## src/rtl/sensor_request_controller.sv

```systemverilog
// Request dispatcher between the UART pair and NUM_SENSORS sensor channels.
// Optional continuous monitoring is built when CONT_MONITOR_EN is defined.
module sensor_request_controller #(
    parameter int NUM_SENSORS    = 32,
    parameter int TIMEOUT_CYCLES = 50_000_000,
    parameter int PERIOD_CYCLES  = 100_000_000
) (
    input  logic                       clock_i,
    input  logic                       reset_i,
    input  logic                       rx_valid_i,
    input  logic [7:0]                 rx_command_i,
    input  logic [7:0]                 rx_address_i,
    output logic [NUM_SENSORS-1:0]     sens_start_o,
    input  logic [NUM_SENSORS-1:0]     sens_done_i,
    input  logic [NUM_SENSORS-1:0]     sens_error_i,
    input  logic [16*NUM_SENSORS-1:0]  sens_data_i,
    output logic                       tx_start_o,
    output logic [7:0]                 tx_code_o,
    output logic [7:0]                 tx_value_o,
    input  logic                       tx_done_i,
    output logic                       busy_o,
    output logic                       overrun_o
);
    localparam int TW = $clog2(TIMEOUT_CYCLES);

    typedef enum logic [2:0] {
        S_IDLE, S_DECODE, S_START, S_WAIT, S_LOAD, S_SEND, S_WAITTX
    } state_t;

    state_t state_q, state_d;
    logic [7:0] cmd_q, cmd_d, addr_q, addr_d;
    logic [7:0] bcmd_q, bcmd_d, baddr_q, baddr_d;
    logic bvld_q, bvld_d, ovr_q, ovr_d;
    logic [7:0] code_q, code_d, val_q, val_d;
    logic [TW-1:0] tmo_q, tmo_d;
`ifdef CONT_MONITOR_EN
    localparam int PW = $clog2(PERIOD_CYCLES);
    logic cont_t_q, cont_t_d, cont_h_q, cont_h_d;
    logic due_t_q, due_t_d, due_h_q, due_h_d;
    logic [7:0] caddr_q, caddr_d;
    logic [PW-1:0] per_q, per_d;
`endif

    logic sel_done, sel_err, addr_bad, cmd_ok;
    logic [15:0] sel_data;

    // Per-channel select of the addressed sensor's handshake and outputs
    always_comb begin
        sel_done = 1'b0;
        sel_err = 1'b0;
        sel_data = 16'h0000;
        sens_start_o = '0;
        for (int k = 0; k < NUM_SENSORS; k++) begin
            if (addr_q == 8'(k + 1)) begin
                sel_done = sens_done_i[k];
                sel_err = sens_error_i[k];
                sel_data = sens_data_i[16*k +: 16];
                sens_start_o[k] = (state_q == S_START);
            end
        end
    end

    assign addr_bad = (addr_q == 8'd0) || ({1'b0, addr_q} > 9'(NUM_SENSORS));
`ifdef CONT_MONITOR_EN
    assign cmd_ok = (cmd_q <= 8'h06);
`else
    assign cmd_ok = (cmd_q <= 8'h02);
`endif
    assign busy_o = (state_q != S_IDLE);
    assign tx_start_o = (state_q == S_SEND);
    assign tx_code_o = code_q;
    assign tx_value_o = val_q;
    assign overrun_o = ovr_q;

    // Next-state logic: source select, decode, sensor handshake, response
    always_comb begin
        state_d = state_q;
        cmd_d = cmd_q;
        addr_d = addr_q;
        bcmd_d = bcmd_q;
        baddr_d = baddr_q;
        bvld_d = bvld_q;
        ovr_d = ovr_q;
        code_d = code_q;
        val_d = val_q;
        tmo_d = tmo_q;
`ifdef CONT_MONITOR_EN
        cont_t_d = cont_t_q;
        cont_h_d = cont_h_q;
        due_t_d = due_t_q;
        due_h_d = due_h_q;
        caddr_d = caddr_q;
        per_d = per_q;
        if (cont_t_q || cont_h_q) begin
            if (per_q == PW'(PERIOD_CYCLES - 1)) begin
                per_d = '0;
                due_t_d = due_t_q | cont_t_q;
                due_h_d = due_h_q | cont_h_q;
            end else begin
                per_d = per_q + 1'b1;
            end
        end else begin
            per_d = '0;
        end
`endif
        if (rx_valid_i && busy_o) begin
            if (!bvld_q) begin
                bvld_d = 1'b1;
                bcmd_d = rx_command_i;
                baddr_d = rx_address_i;
            end else begin
                ovr_d = 1'b1;
            end
        end
        unique case (state_q)
            S_IDLE: begin
                if (bvld_q) begin
                    cmd_d = bcmd_q;
                    addr_d = baddr_q;
                    bvld_d = 1'b0;
                    if (rx_valid_i) begin
                        bvld_d = 1'b1;
                        bcmd_d = rx_command_i;
                        baddr_d = rx_address_i;
                    end
                    state_d = S_DECODE;
                end else if (rx_valid_i) begin
                    cmd_d = rx_command_i;
                    addr_d = rx_address_i;
                    state_d = S_DECODE;
`ifdef CONT_MONITOR_EN
                end else if (due_t_q) begin
                    cmd_d = 8'h01;
                    addr_d = caddr_q;
                    due_t_d = 1'b0;
                    state_d = S_DECODE;
                end else if (due_h_q) begin
                    cmd_d = 8'h02;
                    addr_d = caddr_q;
                    due_h_d = 1'b0;
                    state_d = S_DECODE;
`endif
                end
            end
            S_DECODE: begin
                state_d = S_LOAD;
                if (addr_bad) begin
                    code_d = 8'hEF;
                    val_d = addr_q;
                end else if (!cmd_ok) begin
                    code_d = 8'hCF;
                    val_d = cmd_q;
`ifdef CONT_MONITOR_EN
                end else if (cmd_q == 8'h05) begin
                    cont_t_d = 1'b0;
                    due_t_d = 1'b0;
                    code_d = 8'h0A;
                    val_d = 8'h00;
                end else if (cmd_q == 8'h06) begin
                    cont_h_d = 1'b0;
                    due_h_d = 1'b0;
                    code_d = 8'h0B;
                    val_d = 8'h00;
`endif
                end else begin
                    state_d = S_START;
                end
            end
            S_START: begin
                tmo_d = '0;
                state_d = S_WAIT;
            end
            S_WAIT: begin
                if (sel_done) begin
                    state_d = S_LOAD;
                    if (sel_err) begin
                        code_d = 8'h1F;
                        val_d = 8'h00;
                    end else if (cmd_q == 8'h00) begin
                        code_d = 8'h00;
                        val_d = 8'h00;
                    end else if (cmd_q == 8'h01 || cmd_q == 8'h03) begin
                        code_d = 8'h09;
                        val_d = sel_data[7:0];
                    end else begin
                        code_d = 8'h08;
                        val_d = sel_data[15:8];
                    end
`ifdef CONT_MONITOR_EN
                    if (!sel_err && cmd_q == 8'h03) begin
                        cont_t_d = 1'b1;
                        caddr_d = addr_q;
                        per_d = '0;
                    end
                    if (!sel_err && cmd_q == 8'h04) begin
                        cont_h_d = 1'b1;
                        caddr_d = addr_q;
                        per_d = '0;
                    end
`endif
                end else if (tmo_q == TW'(TIMEOUT_CYCLES - 1)) begin
                    code_d = 8'h1F;
                    val_d = 8'h00;
                    state_d = S_LOAD;
                end else begin
                    tmo_d = tmo_q + 1'b1;
                end
            end
            S_LOAD: state_d = S_SEND;
            S_SEND: state_d = S_WAITTX;
            S_WAITTX: if (tx_done_i) state_d = S_IDLE;
            default: state_d = S_IDLE;
        endcase
    end

    // State and datapath registers with synchronous reset
    always_ff @(posedge clock_i) begin
        if (reset_i) begin
            state_q <= S_IDLE;
            cmd_q <= '0;
            addr_q <= '0;
            bcmd_q <= '0;
            baddr_q <= '0;
            bvld_q <= 1'b0;
            ovr_q <= 1'b0;
            code_q <= '0;
            val_q <= '0;
            tmo_q <= '0;
`ifdef CONT_MONITOR_EN
            cont_t_q <= 1'b0;
            cont_h_q <= 1'b0;
            due_t_q <= 1'b0;
            due_h_q <= 1'b0;
            caddr_q <= '0;
            per_q <= '0;
`endif
        end else begin
            state_q <= state_d;
            cmd_q <= cmd_d;
            addr_q <= addr_d;
            bcmd_q <= bcmd_d;
            baddr_q <= baddr_d;
            bvld_q <= bvld_d;
            ovr_q <= ovr_d;
            code_q <= code_d;
            val_q <= val_d;
            tmo_q <= tmo_d;
`ifdef CONT_MONITOR_EN
            cont_t_q <= cont_t_d;
            cont_h_q <= cont_h_d;
            due_t_q <= due_t_d;
            due_h_q <= due_h_d;
            caddr_q <= caddr_d;
            per_q <= per_d;
`endif
        end
    end
endmodule

```

## config.mk

```make
export PLATFORM = sky130hd
export DESIGN_NAME = sensor_request_controller
export DESIGN_NICKNAME = d
export VERILOG_FILES = /design/src/rtl/sensor_request_controller.sv
export SDC_FILE = /design/constraint.sdc
export NUM_CORES = 1
export LEC_CHECK = 0
export ABC_AREA = 1
export BUFFER_PORTS_ARGS = -buffer_cell sky130_fd_sc_hd__buf_2
export CAP_MARGIN = 20
export CORE_AREA = 2 2 253 255
export DETAILED_ROUTE_END_ITERATION = 10
export DIE_AREA = 0 0 255 257
export GPL_TIMING_DRIVEN = 0
export PLACE_DENSITY_LB_ADDON = 0.2
export REMOVE_ABC_BUFFERS = 1
export SYNTH_ARGS = -nofsm -noshare
export SYNTH_HDL_FRONTEND = slang
export SYNTH_SLANG_ARGS = --single-unit
```

## constraint.sdc

```tcl
create_clock -name clock_i -period 3.5 [get_ports clock_i]
set_clock_uncertainty 0.1 [all_clocks]
set_input_delay 0.7 -clock clock_i [delete_from_list [all_inputs] [get_ports clock_i]]
set_output_delay 0.7 -clock clock_i [all_outputs]
set_load 0.01 [all_outputs]
```

After elaboration in Yosys (flattened, before gate mapping)
Cells that the tools add are included.
{"block": "op_classes", "add_sub_neg": 1, "order_cmp": 2, "n_eq_ne": 47, "n_mux": 173, "reduce_logical": 15}
{"operator": "16-bit 2-to-1 mux", "n": 32}
{"operator": "8-bit 2-to-1 mux", "n": 25}
{"operator": "8-bit by 5-bit == test with 1-bit output (second input constant)", "n": 16}
{"operator": "1-bit 2-to-1 mux", "n": 101}
{"operator": "8-bit by 4-bit == test with 1-bit output (second input constant)", "n": 8}
{"operator": "26-bit 2-to-1 mux", "n": 2}
{"operator": "26-bit one-hot mux with 2 select lines", "n": 1}
{"operator": "8-bit by 3-bit == test with 1-bit output (second input constant)", "n": 4}
{"operator": "8-bit one-hot mux with 2 select lines", "n": 2}
{"operator": "26-bit by 1-bit adder with 26-bit output (second input constant)", "n": 1}
{"operator": "26-bit == test (second input constant)", "n": 1}
{"operator": "8-bit by 2-bit == test with 1-bit output (second input constant)", "n": 3}
{"operator": "3-bit 2-to-1 mux", "n": 7}
{"operator": "3-bit one-hot mux with 7 select lines", "n": 1}
{"operator": "8-bit by 1-bit == test with 1-bit output (second input constant)", "n": 2}
{"operator": "8-bit logical NOT", "n": 2}
{"operator": "3-bit == test (second input constant)", "n": 3}
{"operator": "3-bit != test (second input constant)", "n": 3}
{"operator": "3-bit AND reduction", "n": 3}
{"operator": "8-bit by 6-bit == test with 1-bit output (second input constant)", "n": 1}
{"operator": "8-bit by 6-bit greater-than comparator with 1-bit output (second input constant)", "n": 1}
{"operator": "8-bit by 2-bit <= comparator with 1-bit output (second input constant)", "n": 1}
{"operator": "3-bit by 2-bit == test with 1-bit output (second input constant)", "n": 2}
{"operator": "2-bit != test (second input constant)", "n": 3}
{"operator": "9 further kinds", "n": 13}
{"block": "totals", "out_inout_bits": 51, "input_bits": 596, "ff_bits": 79, "elab_cells": 248}

Logic depth before layout (Yosys ltp)
Gate-level depths: netlist of the first run.
{"block": "depth", "ltp_word": 38, "mapped_depth": 30, "ltp_nobuf": 30}

Worst setup path after synthesis of the first run
Ideal clock, no wire load.
{"block": "synth_timing", "kind": "register to register", "start": "reg addr_q[7]", "end": "reg tmo_q[13]", "slack_ns": 0.586, "stages_incl_launch_ff": 26, "required_ns": 3.268, "arrival_ns": 2.681, "path_cell_list": "dfxtp_1 nor2_1 nand3_2 nor2_4 inv_2 or2_0 nand2_1 nand4_1 nor2_1 nand4_1 nor2_1 nand4_1 nor2_1 nand3_1 nand2_1 nand3_1 nand2_1 nand4_1 nor2_1 nand4_2 nor2_2 buf_4 nor2_2 buf_6 nand2_1 a21oi_1"}
{"block": "synth_via", "elab_chain_len": 35}
{"element": "start, declared", "line_no": "31", "source": "logic [7:0] cmd_q, cmd_d, addr_q, addr_d;"}
{"element": "start signal, assigned", "line_no": "240", "source": "addr_q <= addr_d;"}
{"element": "8-bit by 1-bit == test with 1-bit output", "line_no": "54", "source": "if (addr_q == 8'(k + 1)) begin"}
{"element": "1-bit 2-to-1 mux (31 in series)", "line_no": "54"}
{"element": "1-bit 2-to-1 mux *", "line_no": "54"}
{"element": "2-bit != test (no source line) *"}
{"element": "3-bit AND reduction (no source line) *"}
{"element": "end signal, assigned", "line_no": "247", "source": "tmo_q <= tmo_d;"}
{"element": "end, declared", "line_no": "35", "source": "logic [TW-1:0] tmo_q, tmo_d;"}
Mark *: on every way between the ends. The rest lies on a longest branch, timed or not.
A chain may end at the register's enable or synchronous reset.

Final worst setup path of the first run
{"block": "layout_timing", "start": "reg addr_q[7]", "end": "reg val_q[2], in the netlist tx_value_o[2]"}
{"block": "layout_via", "elab_chain_len": 38}
{"element": "8-bit by 1-bit == test with 1-bit output", "line_no": "54"}
{"element": "16-bit 2-to-1 mux (32 in series)", "line_no": "54"}
{"element": "8-bit 2-to-1 mux", "line_no": "182", "source": "end else if (cmd_q == 8'h01 || cmd_q == 8'h03) begin"}
{"element": "8-bit 2-to-1 mux", "line_no": "179", "source": "end else if (cmd_q == 8'h00) begin"}
{"element": "8-bit 2-to-1 mux", "line_no": "176", "source": "if (sel_err) begin"}
{"element": "8-bit 2-to-1 mux", "line_no": "174", "source": "if (sel_done) begin"}
{"element": "8-bit one-hot mux with 2 select lines", "line_no": "115", "source": "unique case (state_q)"}
{"element": "end signal, assigned", "line_no": "246", "source": "val_q <= val_d;"}
{"element": "end, declared", "line_no": "34", "source": "logic [7:0] code_q, code_d, val_q, val_d;"}
Parallel ways exist; a longest one is shown, timed or not.

==> impl_metrics.json, run 1 <==
{
  "outcome": "complete, but fails checks",
  "violations": "setup timing",
  "avgSynthCellArea_um2": 5.081,
  "grtUsageTotal_pct": 20.46,
  "synth.largest_area_cell": "nand2_1",
  "grt_pass1_wl_um": 96330,
  "syn_area_um2": 9201,
  "overflow": 0,
  "pre_cts_ws_ns": -2.342,
  "critPathArrivalTime_ns": 4.23,
  "drt-total-wl_um": 70650,
  "path_class": "flip-flop to flip-flop",
  "hold_viol": 0,
  "p_int_mw": 3.922,
  "fp.dieW_um": 255,
  "max_freq_mhz": 244.5,
  "worstMarginPinSlew_ns": 1.042,
  "crit_required_ns": 3.64,
  "clk_pin_slew_ns": 0.07,
  "rr_worst_depth": 29,
  "clock_latency_ns": 0.35,
  "whs_endpoint": "tx_code_o[4]",
  "synth.most_common_cell": "nand2_1",
  "worstPathMaxFanout": 6,
  "clkPwrFrac_pct": 11.0,
  "vias": 14360,
  "slew_headroom_pct": 30.51,
  "rsz0062_at_grt": "yes",
  "p_sw_mw": 4.993,
  "ys_seq_area_share_pct": 16.75,
  "reg2reg_from": "addr_q[7]",
  "synth_fa_ha_area_share_pct": 0.1360,
  "drc": 0,
  "multi_input_area_um2": 7149,
  "ant_nets": 0,
  "seq_area_um2": 1569,
  "die_y_um": 257,
  "root_buffer": "clkbuf_16",
  "io_buffers": 646,
  "maxCapViolCount": 0,
  "combinationalPowerShare_pct": 73.4,
  "rrSetupSlack_ns": -0.59,
  "path_common_cell": "nor2_1",
  "async_flop_share_pct": 0,
  "drv_slew": 0,
  "grt_max_degree": 49,
  "cts_tree": "built",
  "fin_crit_sh_pct": 116.9,
  "final_cells": 3369,
  "startpoint_type": "flip-flop",
  "ys_warn_count": 0,
  "gp_congestion": 0.9230,
  "synth-xor-area-share_pct": 1.523,
  "dp_hpwl_um": 58780,
  "die_area_um2": 65540,
  "crit_family": "simple AND/OR/NAND/NOR gates",
  "design.portCount": 647,
  "synth_area_leaders": "nand2_1, dfxtp_1, nor2_1, inv_1, nand4_1",
  "drt_iter0_markers": 1093,
  "synth_top_cell_area_share_pct": 26.03,
  "synth_top_flop_cell": "dfxtp_1",
  "vdd_ir_drop_max_mv": 0.2916,
  "seqPwrFrac_pct": 15.6,
  "synth_simple_gate_area_share_pct": 59.49,
  "leakage_nw": 7.423,
  "syn_inst": 1811,
  "hold_buffers": 0,
  "finalCriticalPeriod_ns": 4.090,
  "critPathBufInv": 4,
  "core-area_um2": 62740,
  "cts_buffers": 9,
  "crit_start": "addr_q[7]",
  "r2r-end": "tx_value_o[2]",
  "cp.depth": 29,
  "cts_max_path_buffers": 2,
  "synth_seq_cells": 77,
  "critPathCaptureType": "flip-flop",
  "synth_edf_count": 0,
  "synth_top_family_by_area": "simple AND/OR/NAND/NOR gates",
  "syn_to_final_growth_pct": 67.05,
  "antenna_found_initial": 21,
  "powerDensity_nw_per_um2": 580.0,
  "hp-start": "tx_code_o[4]",
  "synth_compound_gate_area_share_pct": 8.608,
  "initial_core_util_pct": 14.67,
  "finalWorstSetupSlack_ns": -0.5898,
  "yosysUniqueCellTypes": 41,
  "cpPeakStageDelay_ns": 0.36,
  "nets": 3100,
  "slowest_stage": "dfxtp_4",
  "rows": 92,
  "hold_class": "flip-flop to flip-flop",
  "setup_viol": 43,
  "wl_per_cell_um": 20.97,
  "drtPass1Iterations": 5,
  "nFillCells": 7373,
  "synth_mux_area_share_pct": 1.305,
  "dpl.cell_count": 3259,
  "routed_via_density": 4.261,
  "grt_pass1_vias": 13940,
  "switching_share_pct": 56.01,
  "cts_sinks": 77,
  "drive_above_1_share_pct": 38.52,
  "synthTopCellsByCount": "nand2_1, nor2_1, inv_1",
  "cts_max_level": 3,
  "holdPathStages": 2
}
==> per-stage QoR <==
stage	total power [mW]	hold slack (ns)	setup TNS, ns	area, um2	utilization [%]
2_1_floorplan	4.108	0.3413	0	8906	-
3_3_place_gp	6.731	0.3535	-127.71	13200	21.04
3_5_place_dp	6.865	0.3586	-87.12	13710	21.85
4_1_cts	8.654	0.3712	-25.46	14830	23.64
5_1_grt	9.700	0.3977	-34.12	15360	24.48
6_report	8.915	0.3660	-16.04	15370	24.50
==> power groups by stage <==
stage,clock (mW),combinational (mW),sequential (mW)
floorplan,0,2.78,1.32
global route,1.04,7.23,1.43
detailed placement,0,5.52,1.34
global placement,0,5.39,1.34
finish,0.980,6.54,1.39
CTS,1.00,6.29,1.37
==> logic make-up (layout without fill, tap and decap cells) <==
logic type      after synthesis  after routing
mux                          12             12
simple gates               1275           1278
other cells                   0             15
buf+inv                     289            983
compound gates              141            141
fa+ha+maj                     1              1
xor+xnor                     16             16
flops                        77             77
==> per-layer routing <==
| layer | GRT usage (%) | part of all wire, % | routed length [um] | vias up |
|---|---|---|---|---|
| met1 | 25.37 | 42 | 29810 | 6573 |
| met5 | 0 | 0.048 | 34 | - |
| li1 | - | - | - | 7167 |
| met3 | 4.825 | 7.7 | 5462 | 79 |
| met4 | 6.222 | 2.6 | 1860 | 6 |
| met2 | 34.76 | 47 | 33490 | 531 |
==> registers in the layout, indices dropped and copies added (netlist names) <==
register / cells
tmo_q: 26
addr_q: 8
baddr_q: 8
bcmd_q: 8
cmd_q: 8
tx_value_o: 8
tx_code_o: 6
state_q: 3
bvld_q: 1
overrun_o: 1
==> what timing repair did <==
action                                 CTS  global route
pin swaps                               34            53
buffers inserted                        47            27
endpoints found under the hold margin    0             0
cloned                                   2             2
resized for setup                      132            72
setup endpoints to repair               60            56
==> worst reg2reg max path, delay by kind of cell (launching register included) <==
| family | cells | cell delay (ns) |
|---|---|---|
| compound gates | 1 | 0.16 |
| buf+inv | 4 | 0.54 |
| flops | 1 | 0.36 |
| simple gates | 24 | 2.79 |
==> cells in the final DEF, fill, tap and decap left out, types with 10 or more instances in the layout <==
cell type	synthesis	layout
buf_2	2	646
nand2_1	638	605
nor2_1	319	269
inv_1	211	197
nand4_1	117	117
a21oi_1	84	83
nand3_1	78	69
dfxtp_1	77	69
buf_4	3	61
or2_2	57	56
nor3_1	44	43
nor2_4	3	36
nor2_2	3	23
nand2_2	3	22
o21ai_0	29	17
buf_8	0	17
a2111oi_0	16	16
diode_2	0	15
nand2_4	0	12
mux2i_1	12	12
xor2_1	11	11
clkbuf_16	0	10
==> layout make-up <==
type | instances | area share (%)
Sequential cell | 77 | 10.21
Inverter | 220 | 5.747
Tap cell | 846 | 6.886
Antenna cell | 15 | 0.2442
Timing Repair Buffer | 747 | 28.45
Clock buffer | 10 | 1.555
Clock inverter | 6 | 0.3989
Multi-Input combinational cell | 1448 | 46.51
==> worst max-delay path by stage <==
stage,endpoint
6_report,tx_value_o[2]
5_1_grt,tmo_q[6]
4_1_cts,tmo_q[3]
3_5_place_dp,tx_value_o[2]
3_3_place_gp,tx_value_o[0]
2_1_floorplan,tmo_q[2]
No activity file was read; power rests on OpenSTA's default activity.
==> run 2: changes to the inputs <==
--- a/config.mk
+++ b/config.mk
@@ -6,11 +6,11 @@
 export NUM_CORES = 1
 export LEC_CHECK = 0
 export ABC_AREA = 1
-export BUFFER_PORTS_ARGS = -buffer_cell sky130_fd_sc_hd__buf_2
 export CAP_MARGIN = 20
-export CORE_AREA = 2 2 253 255
+export CORE_AREA = 2 2 252 254
 export DETAILED_ROUTE_END_ITERATION = 10
-export DIE_AREA = 0 0 255 257
+export DIE_AREA = 0 0 254 256
+export DONT_BUFFER_PORTS = 1
 export GPL_TIMING_DRIVEN = 0
 export PLACE_DENSITY_LB_ADDON = 0.2
 export REMOVE_ABC_BUFFERS = 1
==> run 2 against run 1 <==
The flow still finishes with violations (setup timing); sequential power about the same; non-clock buffer count fell by 641; hold slack worse by 0.055 ns; clock power down 5.7%; sequential cell count did not move; routed wire length is 3.3% lower; global-route usage is 0.72 points lower; clock-buffer cell count is the same; critical path depth shrank 2; largest cell class unchanged; largest power group unchanged.
==> impl_metrics.json, run 2 (synthesis results as in run 1) <==
{
  "drive_above_1_share_pct": 17.02,
  "setup_viol": 43,
  "outcome": "complete, but fails checks",
  "fin_util_pct": 19.25,
  "clock_latency_ns": 0.35,
  "timing.setup.tns_ns": -19.83,
  "final_cells": 2724,
  "cts_max_level": 3,
  "ant_nets": 0,
  "nFillCells": 7377,
  "syn_to_final_growth_pct": 30.51,
  "cts_sinks": 77,
  "root_buffer": "clkbuf_16",
  "max_freq_mhz": 239.7,
  "die_area_um2": 65020,
  "grtUsageMet2_pct": 33.83,
  "worstPathMaxFanout": 8,
  "drc": 0,
  "rr_worst_depth": 27,
  "routed_via_density": 4.582,
  "p_sw_mw": 4.955,
  "clk_pin_slew_ns": 0.07,
  "crit_start": "addr_q[5]",
  "slew_headroom_pct": 30.20,
  "nets": 2460,
  "grt_max_degree": 49,
  "finalCriticalPeriod_ns": 4.172,
  "dp_hpwl_um": 56050,
  "core-area_um2": 62390,
  "hold_viol": 0,
  "hold_slack_ns": 0.3111,
  "powerDensity_nw_per_um2": 704.1,
  "cts_max_path_buffers": 2,
  "cts_tree": "built",
  "largest_reg_flops": 26,
  "reg2reg_from": "addr_q[5]",
  "p_int_mw": 3.500,
  "pre_cts_ws_ns": -2.483,
  "leakage_nw": 4.765,
  "final_cell_mix": "nand2_1, nor2_1, inv_1",
  "drt_iter0_markers": 1016,
  "maxCapViolCount": 0,
  "clkPwrFrac_pct": 10.9,
  "switching_share_pct": 58.61,
  "startpoint_type": "flip-flop",
  "grt.busiest_layer": "met2",
  "grt_pass1_wl_um": 90690,
  "vdd_ir_drop_max_mv": 0.2739,
  "initial_core_util_pct": 14.75,
  "rows": 92,
  "rsz0062_at_grt": "yes",
  "crit_required_ns": 3.64,
  "path_class": "flip-flop to flip-flop",
  "seqPwrFrac_pct": 16.7,
  "use_met1_pct": 25.14,
  "critPathCaptureType": "flip-flop",
  "cp-endpoint": "tx_value_o[1]",
  "drt-total-wl_um": 68320,
  "dpl.cell_count": 2615,
  "violations": "setup timing",
  "die_y_um": 256,
  "design.portCount": 647,
  "rrSetupSlack_ns": -0.67,
  "overflow": 0,
  "hold_class": "primary input to flip-flop",
  "antenna_found_initial": 10,
  "fin_crit_sh_pct": 119.2,
  "io_buffers": 0,
  "mostFrequentLayoutCell": "nand2_1",
  "grt_pass1_vias": 12060,
  "drtPass1Iterations": 6,
  "critPathArrivalTime_ns": 4.31,
  "drv_slew": 0,
  "worstMarginPinSlew_ns": 1.046,
  "grtUsageTotal_pct": 19.73,
  "fp.dieW_um": 254,
  "vias": 12480,
  "use_met3_pct": 3.763,
  "gp_congestion": 0.9448,
  "r2r-end": "tx_value_o[1]",
  "finalWorstSetupSlack_ns": -0.6724,
  "cts_buffers": 9,
  "regMostFlops": "tmo_q",
  "wl_per_cell_um": 25.08,
  "combinationalPowerShare_pct": 72.4
}
## run 2: changes by cell type in the layout (fill, tap and decap cells not counted), moves of 4 or more
cell / before / now
diode_2: 15 / 10
nor2_2: 23 / 29
nand2_1: 605 / 618
nor2_1: 269 / 262
dfxtp_4: 7 / 3
nand2_4: 12 / 7
nand2_2: 22 / 16
o21ai_2: 6 / 2
buf_4: 61 / 67
buf_2: 646 / 2
dfxtp_2: 1 / 5
## run 2: worst max-delay path, stage by stage, from the launching register on
cell and delay, ns:
dfxtp_2 0.34, clkinvlp_4 0.12, nand3_4 0.14, buf_4 0.15, buf_4 0.14, nor2_4 0.09
nand2_1 0.08, nand2_1 0.12, nor2_1 0.12, nand4_1 0.25, nor2_1 0.19, nand4_1 0.17
nor2_1 0.14, nand4_1 0.26, nor2_1 0.17, nand4_1 0.19, nor2_2 0.17, nand4_1 0.10
nor2_1 0.11, nand4_1 0.18, nor2_1 0.13, nand4_1 0.11, nand2_1 0.08, nand2_1 0.09
nand3_1 0.13, nor2_1 0.05, nor2_1 0.08, nor2_1 0.05
## run 2: final cells by class
type                    count  area [um2]  area share (%)
diodes                     10       25.02          0.2084
clock buffers              10       239.0           1.990
inverters                 220       890.9           7.418
repair buffers            106        1107           9.221
flip-flops and latches     77        1559           12.98
clock inverters             6       45.04          0.3751
well taps                 846        1059           8.814
multi-input cells        1449        7084           58.99
## run 2: power groups by stage
stage / clock network (mW) / registers, mW / logic (mW)
finish: 0.924 / 1.41 / 6.12
detailed placement: 0 / 1.40 / 5.11
floorplan: 0 / 1.32 / 2.78
global route: 0.980 / 1.45 / 6.72
global placement: 0 / 1.40 / 4.97
CTS: 0.956 / 1.41 / 5.96
## run 2: repair_timing
| action | 4_1_cts | 5_1_grt |
|---|---|---|
| setup buffers | 65 | 14 |
| pin swaps | 38 | 25 |
| resized for setup | 128 | 42 |
| cloned | 3 | 1 |
| endpoints found under the setup margin | 62 | 62 |
| hold buffers | 0 | 0 |
## run 2: how the worst min path moves through the flow
stage                   from  depth (start not counted)      endpoint
floorplan           cmd_q[7]                          2      cmd_q[7]
global placement    cmd_q[7]                          2      cmd_q[7]
detailed placement  cmd_q[6]                          2      cmd_q[6]
CTS                  reset_i                          1  tx_code_o[6]
global route         reset_i                          1  tx_code_o[5]
finish               reset_i                          1  tx_code_o[6]
## run 2: metrics by stage
| stage | total power [mW] | area, um2 |
|---|---|---|
| floorplan | 4.108 | 8906 |
| CTS | 8.322 | 11700 |
| global placement | 6.361 | 9965 |
| finish | 8.455 | 12010 |
| detailed placement | 6.508 | 10440 |
| global route | 9.147 | 12000 |
## run 2: per-layer routing
layer / wire length, um / share of wire, %
met3: 4859 / 7.1
met4: 2003 / 2.9
met5: 55 / 0.081
met2: 32040 / 47
met1: 29360 / 43
==> run 3: changes to the inputs <==
--- a/config.mk
+++ b/config.mk
@@ -6,7 +6,6 @@
 export NUM_CORES = 1
 export LEC_CHECK = 0
 export ABC_AREA = 1
-export CAP_MARGIN = 20
 export CORE_AREA = 2 2 252 254
 export DETAILED_ROUTE_END_ITERATION = 10
 export DIE_AREA = 0 0 254 256
==> constraint.sdc (replaced) <==
create_clock -name clock_i -period 3.5 [get_ports clock_i]
set_clock_uncertainty 0.1 [all_clocks]
set_input_delay 0.7 -clock clock_i [delete_from_list [all_inputs] [get_ports clock_i]]
set_output_delay 0.7 -clock clock_i [all_outputs]
set_load 0.02 [all_outputs]
==> run 3 against run 2 <==
The flow still finishes with violations (setup timing); hold slack improved by 0.0075 ns; combinational power is 1% higher; total power rose by 2.5%; register-to-register slack improved by 0.04 ns; routed wire length shrank 0.14%; global-route usage about the same; clock-buffer cell count increased by 1; critical endpoint is now tx_value_o[5].
==> impl_metrics.json, run 3 (synthesis results as in run 1) <==
{
  "p_sw_mw": 5.037,
  "cts_tree": "built",
  "combinationalPowerShare_pct": 71.7,
  "ant_nets": 0,
  "hold_viol": 0,
  "antenna_found_initial": 6,
  "finalWorstSetupSlack_ns": -0.6294,
  "core-area_um2": 62390,
  "gp_congestion": 0.9448,
  "cpPeakStageDelay_ns": 0.36,
  "routed_via_density": 4.600,
  "cts_buffers": 9,
  "crit_required_ns": 3.64,
  "worstMarginPinSlew_ns": 1.041,
  "final_cell_mix": "nand2_1, nor2_1, inv_1",
  "wl_per_cell_um": 25.06,
  "startpoint_type": "flip-flop",
  "regMostFlops": "tmo_q",
  "finalCriticalPeriod_ns": 4.129,
  "violations": "setup timing",
  "seqPwrFrac_pct": 17.0,
  "root_buffer": "clkbuf_16",
  "vdd_ir_drop_max_mv": 0.2942,
  "initial_core_util_pct": 14.75,
  "slowest_stage": "dfxtp_4",
  "cts_max_level": 3,
  "largest_reg_flops": 26,
  "vias": 12520,
  "cts_sinks": 77,
  "drt_iter0_markers": 1090,
  "setup_viol": 44,
  "crit_family": "simple AND/OR/NAND/NOR gates",
  "hold_class": "primary input to flip-flop",
  "seq_area_um2": 1567,
  "nets": 2464,
  "grt_max_degree": 49,
  "powerDensity_nw_per_um2": 708.1,
  "nFillCells": 7364,
  "grt_pass1_vias": 12020,
  "clock_latency_ns": 0.34,
  "path_class": "flip-flop to flip-flop",
  "grtUsageTotal_pct": 19.75,
  "die_y_um": 256,
  "slew_headroom_pct": 30.53,
  "rsz0062_at_grt": "yes",
  "overflow": 0,
  "rows": 92,
  "drc": 0,
  "clk_pin_slew_ns": 0.06,
  "drive_above_1_share_pct": 19.55,
  "critPathArrivalTime_ns": 4.27,
  "drv_slew": 0,
  "leakage_nw": 4.778,
  "critPathCaptureType": "flip-flop",
  "clkPwrFrac_pct": 11.3,
  "path_common_cell": "nand4_1",
  "mostFrequentLayoutCell": "nand2_1",
  "drt-total-wl_um": 68220,
  "fp.dieW_um": 254,
  "cts_max_path_buffers": 2,
  "die_area_um2": 65020,
  "max_freq_mhz": 242.2,
  "fin_crit_sh_pct": 118.0,
  "hold_buffers": 0,
  "worstPathMaxFanout": 5,
  "pre_cts_ws_ns": -2.445,
  "multi_input_area_um2": 7234,
  "design.portCount": 647,
  "switching_share_pct": 58.14,
  "hold_slack_ns": 0.3186,
  "p_int_mw": 3.627,
  "grt_pass1_wl_um": 90850,
  "syn_to_final_growth_pct": 32.98,
  "outcome": "complete, but fails checks",
  "dp_hpwl_um": 55950,
  "critPathBufInv": 4,
  "io_buffers": 0,
  "maxCapViolCount": 0,
  "drtPass1Iterations": 6
}
==> run 3: stage by stage <==
step / cell area, um2 / setup TNS (ns) / utilization (%) / std cells / total power [mW]
after floorplan: 8906 / 0 / - / 1742 / 4.172
after global placement: 9965 / -134.01 / 15.97 / 2588 / 6.425
after detailed placement: 10410 / -93.74 / 16.69 / 2611 / 6.568
after CTS: 11730 / -27.31 / 18.80 / 2690 / 8.331
after global routing: 12230 / -31.95 / 19.60 / 2719 / 9.329
final: 12240 / -20.57 / 19.61 / 2722 / 8.664
==> run 3: repair_timing <==
action,in CTS,in global routing
buffers inserted,60,28
endpoints found under the setup margin,67,73
pin swaps,41,72
gates cloned,3,1
resized for setup,158,79
==> run 3: final cells by class <==
cell class / instances / share of cell area, %
multi-input combinational: 1448 / 59.13
clock inverter: 5 / 0.4908
tap: 846 / 8.651
antenna: 4 / 0.08181
inverter: 220 / 7.342
sequential: 77 / 12.80
timing repair buffer: 111 / 9.520
clock buffer: 11 / 1.984
==> run 3: final timing paths <==
| kind | start | end | slack, ns | cells past startpoint |
|---|---|---|---|---|
| setup / recovery | addr_q[4] | tx_value_o[5] | -0.63 | 27 |
| hold / removal | reset_i | tx_code_o[5] | 0.32 | 1 |
| setup reg to reg | addr_q[4] | tx_value_o[5] | -0.63 | 27 |
| hold reg to reg | cmd_q[2] | cmd_q[2] | 0.38 | 2 |
==> run 3: power by group through the flow <==
stage               Combinational, mW  Sequential [mW]  Clock (mW)
floorplan                        2.79             1.38           0
global placement                 4.98             1.45           0
detailed placement               5.11             1.45           0
CTS                              5.87             1.46       0.994
global route                     6.78             1.52        1.03
finish                           6.21             1.48       0.975
==> run 3: per-layer routing <==
layer | GRT usage (%) | wire [um] | vias to the layer above
li1 | - | - | 5872
met1 | 25.53 | 29590 | 5972
met2 | 34.16 | 32390 | 593
met3 | 3.539 | 4700 | 79
met4 | 3.791 | 1518 | 4
met5 | 0 | 23 | -
==> run 3: worst register-to-register path: cells and delay by family (launching register included) <==
family	cells	cell delay, ns
flip-flops	1	0.36
AND/OR/NAND/NOR	23	3.21
buffers and inverters	4	0.36
